==> src/rtl/lamp_fpu_i2f_pipe.sv <==
// Three-stage integer-to-float converter for the lampFPU datapath.
// Produces sign, biased exponent and an unrounded {0,hidden,frac,G,R,S} fraction under valid/ready.
module lamp_fpu_i2f_pipe #(
    parameter int INT_DW = 32,
    parameter int E_DW   = 8,
    parameter int F_DW   = 7,
    parameter int E_BIAS = 127,
    parameter int TAG_DW = 4
) (
    input  logic              clk,
    input  logic              rst_n,
    input  logic              valid_i,
    output logic              ready_o,
    input  logic [INT_DW-1:0] op_i,
    input  logic              isSigned_i,
    input  logic [TAG_DW-1:0] tag_i,
    input  logic              flush_i,
    output logic              valid_o,
    input  logic              ready_i,
    output logic              s_res_o,
    output logic [E_DW-1:0]   e_res_o,
    output logic [F_DW+4:0]   f_res_o,
    output logic [TAG_DW-1:0] tag_o,
    output logic              isToRound_o,
    output logic              isInexact_o,
    output logic              isOverflow_o
);

    localparam int PW = (INT_DW > 1) ? $clog2(INT_DW) : 1;
    localparam int MW = F_DW + 3;
    localparam logic [PW-1:0]     PMAX = PW'(INT_DW - 1);
    localparam logic [INT_DW-1:0] ONE  = {{(INT_DW-1){1'b0}}, 1'b1};
    localparam logic [31:0]       EMAX = (32'd1 << E_DW) - 32'd1;

    function automatic logic [PW-1:0] msb_pos(input logic [INT_DW-1:0] v);
        logic [PW-1:0] p;
        p = '0;
        for (int i = 0; i < INT_DW; i++) begin
            if (v[i]) p = PW'(i);
            else      p = p;
        end
        return p;
    endfunction

    logic              stall_s;
    logic              sign_s;
    logic [INT_DW-1:0] mag_s;
    logic [PW-1:0]     sh_s;
    logic [INT_DW+F_DW+1:0] norm_s;
    logic [31:0]       exp_full_s;
    logic              ovf_s;

    logic              s1_vld_q, s1_vld_d, s2_vld_q, s2_vld_d, out_vld_q, out_vld_d;
    logic              s1_sign_q, s1_sign_d, s1_zero_q, s1_zero_d;
    logic [INT_DW-1:0] s1_mag_q, s1_mag_d;
    logic [PW-1:0]     s1_pos_q, s1_pos_d;
    logic [TAG_DW-1:0] s1_tag_q, s1_tag_d;
    logic              s2_sign_q, s2_sign_d, s2_zero_q, s2_zero_d, s2_stk_q, s2_stk_d;
    logic [PW-1:0]     s2_pos_q, s2_pos_d;
    logic [MW-1:0]     s2_mant_q, s2_mant_d;
    logic [TAG_DW-1:0] s2_tag_q, s2_tag_d;
    logic              s_res_q, s_res_d, to_round_q, to_round_d;
    logic              inexact_q, inexact_d, ovf_q, ovf_d;
    logic [E_DW-1:0]   e_res_q, e_res_d;
    logic [F_DW+4:0]   f_res_q, f_res_d;
    logic [TAG_DW-1:0] tag_q, tag_d;

    assign stall_s = out_vld_q & ~ready_i;
    assign ready_o = ~stall_s;

    // Stage valids: flush wins over stall, stall freezes the whole pipe.
    always_comb begin
        s1_vld_d  = s1_vld_q;
        s2_vld_d  = s2_vld_q;
        out_vld_d = out_vld_q;
        if (flush_i) begin
            s1_vld_d  = 1'b0;
            s2_vld_d  = 1'b0;
            out_vld_d = 1'b0;
        end else if (!stall_s) begin
            s1_vld_d  = valid_i;
            s2_vld_d  = s1_vld_q;
            out_vld_d = s2_vld_q;
        end else begin
            out_vld_d = out_vld_q;
        end
    end

    // Stage 1: sign, magnitude and leading-one position.
    always_comb begin
        sign_s = isSigned_i & op_i[INT_DW-1];
        if (sign_s) mag_s = ~op_i + ONE;
        else        mag_s = op_i;
        s1_sign_d = s1_sign_q;
        s1_mag_d  = s1_mag_q;
        s1_pos_d  = s1_pos_q;
        s1_zero_d = s1_zero_q;
        s1_tag_d  = s1_tag_q;
        if (!stall_s) begin
            s1_sign_d = sign_s;
            s1_mag_d  = mag_s;
            s1_pos_d  = msb_pos(mag_s);
            s1_zero_d = ~|mag_s;
            s1_tag_d  = tag_i;
        end else begin
            s1_tag_d  = s1_tag_q;
        end
    end

    // Stage 2: shift leading one to the top; everything below R collapses into sticky.
    always_comb begin
        sh_s      = PMAX - s1_pos_q;
        norm_s    = {s1_mag_q, {(F_DW+2){1'b0}}} << sh_s;
        s2_sign_d = s2_sign_q;
        s2_zero_d = s2_zero_q;
        s2_pos_d  = s2_pos_q;
        s2_mant_d = s2_mant_q;
        s2_stk_d  = s2_stk_q;
        s2_tag_d  = s2_tag_q;
        if (!stall_s) begin
            s2_sign_d = s1_sign_q;
            s2_zero_d = s1_zero_q;
            s2_pos_d  = s1_pos_q;
            s2_mant_d = norm_s[INT_DW+F_DW+1 -: MW];
            s2_stk_d  = |norm_s[INT_DW-2:0];
            s2_tag_d  = s1_tag_q;
        end else begin
            s2_tag_d  = s2_tag_q;
        end
    end

    // Stage 3: bias the exponent and classify zero / overflow / normal.
    always_comb begin
        exp_full_s = {{(32-PW){1'b0}}, s2_pos_q} + 32'(E_BIAS);
        ovf_s      = (exp_full_s >= EMAX);
        s_res_d    = s_res_q;
        e_res_d    = e_res_q;
        f_res_d    = f_res_q;
        tag_d      = tag_q;
        to_round_d = to_round_q;
        inexact_d  = inexact_q;
        ovf_d      = ovf_q;
        if (!stall_s) begin
            tag_d = s2_tag_q;
            if (s2_zero_q) begin
                s_res_d    = 1'b0;
                e_res_d    = '0;
                f_res_d    = '0;
                to_round_d = 1'b0;
                inexact_d  = 1'b0;
                ovf_d      = 1'b0;
            end else if (ovf_s) begin
                s_res_d    = s2_sign_q;
                e_res_d    = '1;
                f_res_d    = '0;
                to_round_d = 1'b0;
                inexact_d  = 1'b0;
                ovf_d      = 1'b1;
            end else begin
                s_res_d    = s2_sign_q;
                e_res_d    = exp_full_s[E_DW-1:0];
                f_res_d    = {1'b0, s2_mant_q, s2_stk_q};
                to_round_d = 1'b1;
                inexact_d  = |{s2_mant_q[1:0], s2_stk_q};
                ovf_d      = 1'b0;
            end
        end else begin
            tag_d = tag_q;
        end
    end

    // Valid and output registers, cleared asynchronously.
    always_ff @(posedge clk or negedge rst_n) begin
        if (!rst_n) begin
            s1_vld_q   <= 1'b0;
            s2_vld_q   <= 1'b0;
            out_vld_q  <= 1'b0;
            s_res_q    <= 1'b0;
            e_res_q    <= '0;
            f_res_q    <= '0;
            tag_q      <= '0;
            to_round_q <= 1'b0;
            inexact_q  <= 1'b0;
            ovf_q      <= 1'b0;
        end else begin
            s1_vld_q   <= s1_vld_d;
            s2_vld_q   <= s2_vld_d;
            out_vld_q  <= out_vld_d;
            s_res_q    <= s_res_d;
            e_res_q    <= e_res_d;
            f_res_q    <= f_res_d;
            tag_q      <= tag_d;
            to_round_q <= to_round_d;
            inexact_q  <= inexact_d;
            ovf_q      <= ovf_d;
        end
    end

    // Internal stage data; qualified by the valids so no reset is needed.
    always_ff @(posedge clk) begin
        s1_sign_q <= s1_sign_d;
        s1_mag_q  <= s1_mag_d;
        s1_pos_q  <= s1_pos_d;
        s1_zero_q <= s1_zero_d;
        s1_tag_q  <= s1_tag_d;
        s2_sign_q <= s2_sign_d;
        s2_zero_q <= s2_zero_d;
        s2_pos_q  <= s2_pos_d;
        s2_mant_q <= s2_mant_d;
        s2_stk_q  <= s2_stk_d;
        s2_tag_q  <= s2_tag_d;
    end

    assign valid_o      = out_vld_q;
    assign s_res_o      = s_res_q;
    assign e_res_o      = e_res_q;
    assign f_res_o      = f_res_q;
    assign tag_o        = tag_q;
    assign isToRound_o  = to_round_q;
    assign isInexact_o  = inexact_q;
    assign isOverflow_o = ovf_q;

endmodule

==> config.mk <==
export PLATFORM = sky130hd
export DESIGN_NAME = lamp_fpu_i2f_pipe
export DESIGN_NICKNAME = d
export VERILOG_FILES = /design/src/rtl/lamp_fpu_i2f_pipe.sv
export SDC_FILE = /design/constraint.sdc
export NUM_CORES = 1
export LEC_CHECK = 0
export CORE_MARGIN = 10
export CORE_UTILIZATION = 40
export CTS_CLUSTER_DIAMETER = 50
export DETAILED_ROUTE_END_ITERATION = 16
export PLACE_DENSITY_LB_ADDON = 0.25
export SLEW_MARGIN = 25
export SYNTH_ARGS = -nofsm -noshare
export SYNTH_HDL_FRONTEND = slang
export SYNTH_SLANG_ARGS = --single-unit
==> constraint.sdc <==
create_clock -name clk -period 6.65 [get_ports clk]
set_input_delay 1.995 -clock clk [delete_from_list [all_inputs] [get_ports clk]]
set_output_delay 1.995 -clock clk [all_outputs]
set_load 0.02 [all_outputs]
After elaboration in Yosys (flattened, before gate mapping)
Cells that the tools add are included.
Cells by class
  add/subtract/negate cells: 3
  $lt $le $gt $ge: 1
  equality and inequality tests: 1
  shift operators: 1
  multiplexer cells: 48
  bitwise logic cells: 5
  reduce and logical (&&, ||, !) cells: 8
Operator list (count)
  two-way mux 5 bit: 14
  left shift 41 x 5 -> 41 bit: 1
  adder 32 x 1 -> 32 bit, second input constant: 1
  two-way mux 32 bit: 1
  two-way mux 4 bit: 8
  inverter 32 bit: 1
  OR reduction 32 bit: 1
  OR reduction 31 bit: 1
  two-way mux 11 bit: 2
  two-way mux 8 bit: 2
  OR reduction 16 bit: 1
  two-way mux 1 bit: 15
  two-way mux 3 bit: 4
  adder 5 x 7 -> 8 bit, second input constant: 1
  >= comparator 8 bit, second input constant: 1
  OR reduction 8 bit: 1
  subtractor 5 bit, first input constant: 1
  two-way mux 2 bit: 2
  OR reduction 4 bit: 1
  OR reduction 3 bit: 1
  bitwise AND 1 bit: 2
  inequality test 2 bit, second input constant: 1
  inverter 1 bit: 2
  OR reduction 2 bit: 1
  logical NOT 1 bit: 1
Storage, ports and cells
  register bits: 96
  input port bits: 42
  output and inout bits: 30

Depth between registers and ports, before layout
  depth after elaboration: 33
  mapped depth: 11
  depth with buffers taken out: 10

Worst setup path before layout
Ideal clock, no wire load.
  kind: input to output
  start: in ready_i
  end: out ready_o
  data arrival time: 4249 ps
  data required time: 4655 ps
  path slack: 406 ps
  cell stages on the path: 3
  path through: nor2b_1 -> inv_1 -> clkbuf_1
Between the ends
  word-level cells in the longest chain between the ends: 3
RTL lines
  start: declaration: RTL line 19  | input logic ready_i,
  inverter 1 bit: RTL line 68  | assign stall_s = out_vld_q & ~ready_i;
  bitwise AND 1 bit: RTL line 68
  inverter 1 bit: RTL line 69  | assign ready_o = ~stall_s;
  end: declaration: RTL line 13  | output logic ready_o,
No other way between the ends.

Final worst setup path
Same ends and word-level chain as after synthesis.

==> results_dict.tcl <==
set metrics [dict create \
    crit_arrival_ns 3.46 \
    cap_violations 0 \
    ys_seq_elements 95 \
    power_mw 1.70 \
    ios 72 \
    seq_area_frac_synth_pct 41.2 \
    cp_slowest_cell "clkdlybuf4s50_1" \
    ant_nets 0 \
    path_clk_slew_ns 0.06 \
    coreArea_mm2 0.0160 \
    crit_path_start_kind "primary input" \
    dp_hpwl_mm 12.2 \
    grt_pass1_wl_mm 26.4 \
    path_cells "clkdlybuf4s50_1 -> nor2b_2 -> buf_4 -> inv_2 -> clkdlybuf4s50_1" \
    fp.dieH_um 148 \
    endpoint "ready_o" \
    netlist.top_cell.by_area "edfxtp_1" \
    syn2layout_area_growth_pct 16.3 \
    grt_max_degree 86 \
    worst_pin_slew_ns 1.00 \
    relSlewSlack_pct 33.2 \
    rsz0062_at_grt "no" \
    ys.flop_type "edfxtp_1" \
    hold_buffers 0 \
    via_count 5244 \
    cts-buffers-inserted 9 \
    outcome "finished clean" \
    setup-tns-final_ns 0 \
    drc 0 \
    firstDrtPassIters 5 \
    finalSetupViolCount 0 \
    period_share_pct 82.0 \
    synth_cells 664 \
    final.setup_skew_ns 0.00831 \
    rows 46 \
    cts_resized 0 \
    cts.htree.levels 3 \
    cts_root_buf "clkbuf_16" \
    grt_pass1_vias 5183 \
    drt-total-wl_mm 15.9 \
    numClockSinks 95 \
    r2r-start "s1_pos_q[0]" \
    synth_nets 709 \
    crit_type "in2out" \
    timing.rr.end "s2_stk_q" \
    cts_tree "done" \
    slew_violations 0 \
    io_buffers 70 \
    dieArea_mm2 0.0219 \
    max-vdd-ir-drop_uv 157 \
    avgSynthCellArea_um2 9.89 \
    gp_congestion 0.867 \
    crit_start "ready_i" \
    die_x_um 148 \
    p_leak_nw 2.77 \
    grt-ovfl-total 0 \
    dr.first_iter.drc_count 354 \
    cts_max_path_buffers 2 \
    grt_use_total_pct 14.3 \
    crit_fanout 39 \
    syn_area_mm2 0.00657 \
    worst_slack_ns 1.20 \
    post_cts_buffers 0 \
    cp_common_cell "clkdlybuf4s50_1" \
    synth_top_area_share_pct 29.7 \
    p_per_area_mw_per_mm2 223 \
    antenna_found_initial 0 \
    hold_start "s1_tag_q[0]" \
    finalWorstPathRequiredPeriod_ns 5.45 \
    diodes 0 \
    hp-class "reg2reg" \
    timing.final.hold_violations 0 \
    timing.fmax_mhz 183 \
    worstPathRequired_ns 4.66 \
    yosys_warnings 0 \
    drive_gt1_share_pct 11.5 \
    clk_latency_ns 0.33 \
    wl_per_cell_um 17.3 \
    synth_area_leaders "edfxtp_1 30%, dfrtp_1 11%, mux4_2 6.5%" \
    synth_edf_count 65 \
    r2r_setup_slack_ns 3.86 \
    slowest_delay_ns 0.54 \
    synthArstFlopShare_pct 31.6 \
    dp_slack_ns 1.07 \
    nets 745 \
    cp-end-kind "output pin" \
    initial_core_util_pct 41.0 \
    vias_per_cell 5.69 \
    yosysUniqueCellTypes 81 \
    reg2reg_depth 8 \
]
==> how the worst min path moves through the flow <==
stage	cells past startpoint	end
after floorplan	0	s2_sign_q
after global placement	0	s2_sign_q
after detailed placement	0	s2_tag_q[0]
after CTS	0	s2_tag_q[0]
after global routing	0	s2_tag_q[1]
final	0	s2_tag_q[0]
==> worst max-delay path, delay by kind of cell <==
kind                   cells  cell delay [ns]
buffers and inverters      4             1.35
and+or+nand+nor            1             0.10
==> synth_stat cells (all sizes together), types with 3 or more instances <==
cell and instances:
o22ai 3, a22oi 5, o21a 3, buf 16
mux2 10, a31oi 8, nand2 95, nand3b 14
xnor2 15, o21ai 21, o211ai 11, o41ai 4
edfxtp 65, nand4 10, a21boi 5, nand2b 6
nor4 16, nor2b 5, nand3 23, xor2 11
inv 18, nor3 22, and2 3, or3 3
o31ai 13, and3 3, a211oi 7, nand4b 3
or2 9, clkbuf 38, or4 6, mux2i 33
mux4 19, dfrtp 30, ha 3, nor3b 5
nor2 33, a21oi 35
==> layout make-up <==
| type | count | area (um^2) |
|---|---|---|
| multi-input cells | 497 | 3560 |
| clock inverters | 5 | 31.3 |
| flip-flops and latches | 95 | 2700 |
| inverters | 18 | 67.6 |
| clock buffers | 11 | 233 |
| well taps | 216 | 270 |
| fillers | 1546 | 8370 |
| repair buffers | 79 | 768 |
==> cell families after synthesis <==
group / share of synthesized area [%]
fa+ha+maj: 0.572
buf+inv: 4.65
flops: 41.2
compound gates: 15.5
other cells: 0.0571
mux: 13.3
xor+xnor: 3.58
simple gates: 21.3
==> power breakdown <==
group          switching [mW]  internal, mW  leakage, nW
registers              0.0405         0.715         1.02
clock network           0.205         0.253        0.128
logic                   0.262         0.229         1.62
==> metrics by stage <==
stage	utilization, %	hold slack [ns]	area (um^2)	instances
after global routing	47.7	0.439	7630	921
after CTS	47.7	0.422	7630	921
final	47.7	0.420	7630	921
after detailed placement	46.1	0.407	7370	905
after floorplan	-	0.400	6570	664
after global placement	46.1	0.403	7370	905
==> sequential cells by signal, indices dropped and copies added, names as in the netlist <==
| signal | cells |
|---|---|
| s1_mag_q | 32 |
| f_res_o | 11 |
| s2_mant_q | 10 |
| e_res_o | 8 |
| s1_pos_q | 5 |
| s2_pos_q | 5 |
| s1_tag_q | 4 |
| s2_tag_q | 4 |
| tag_o | 4 |
| isInexact_o | 1 |
| isOverflow_o | 1 |
| isToRound_o | 1 |
| s1_sign_q | 1 |
| s1_vld_q | 1 |
| s1_zero_q | 1 |
| s2_sign_q | 1 |
| s2_stk_q | 1 |
| s2_vld_q | 1 |
| s2_zero_q | 1 |
| s_res_o | 1 |
| valid_o | 1 |
==> placed cells by master (no fill, tap or decap), types with 14 or more instances in the layout <==
master,count
nand2_1,95
clkdlybuf4s50_1,70
edfxtp_1,65
a21oi_1,35
mux2i_1,33
nor2_1,31
dfrtp_1,30
nand3_1,23
nor3_1,21
o21ai_0,20
mux4_2,19
inv_1,16
xnor2_1,15
nand3b_1,14
==> layer usage <==
metal	routed length (um)	GRT usage [%]	up-vias
met4	391	4.76	0
met1	7150	18.1	2500
met5	0	0	-
li1	-	-	2575
met3	852	3.22	26
met2	7530	23.6	143
No activity file was read; power rests on OpenSTA's default activity.
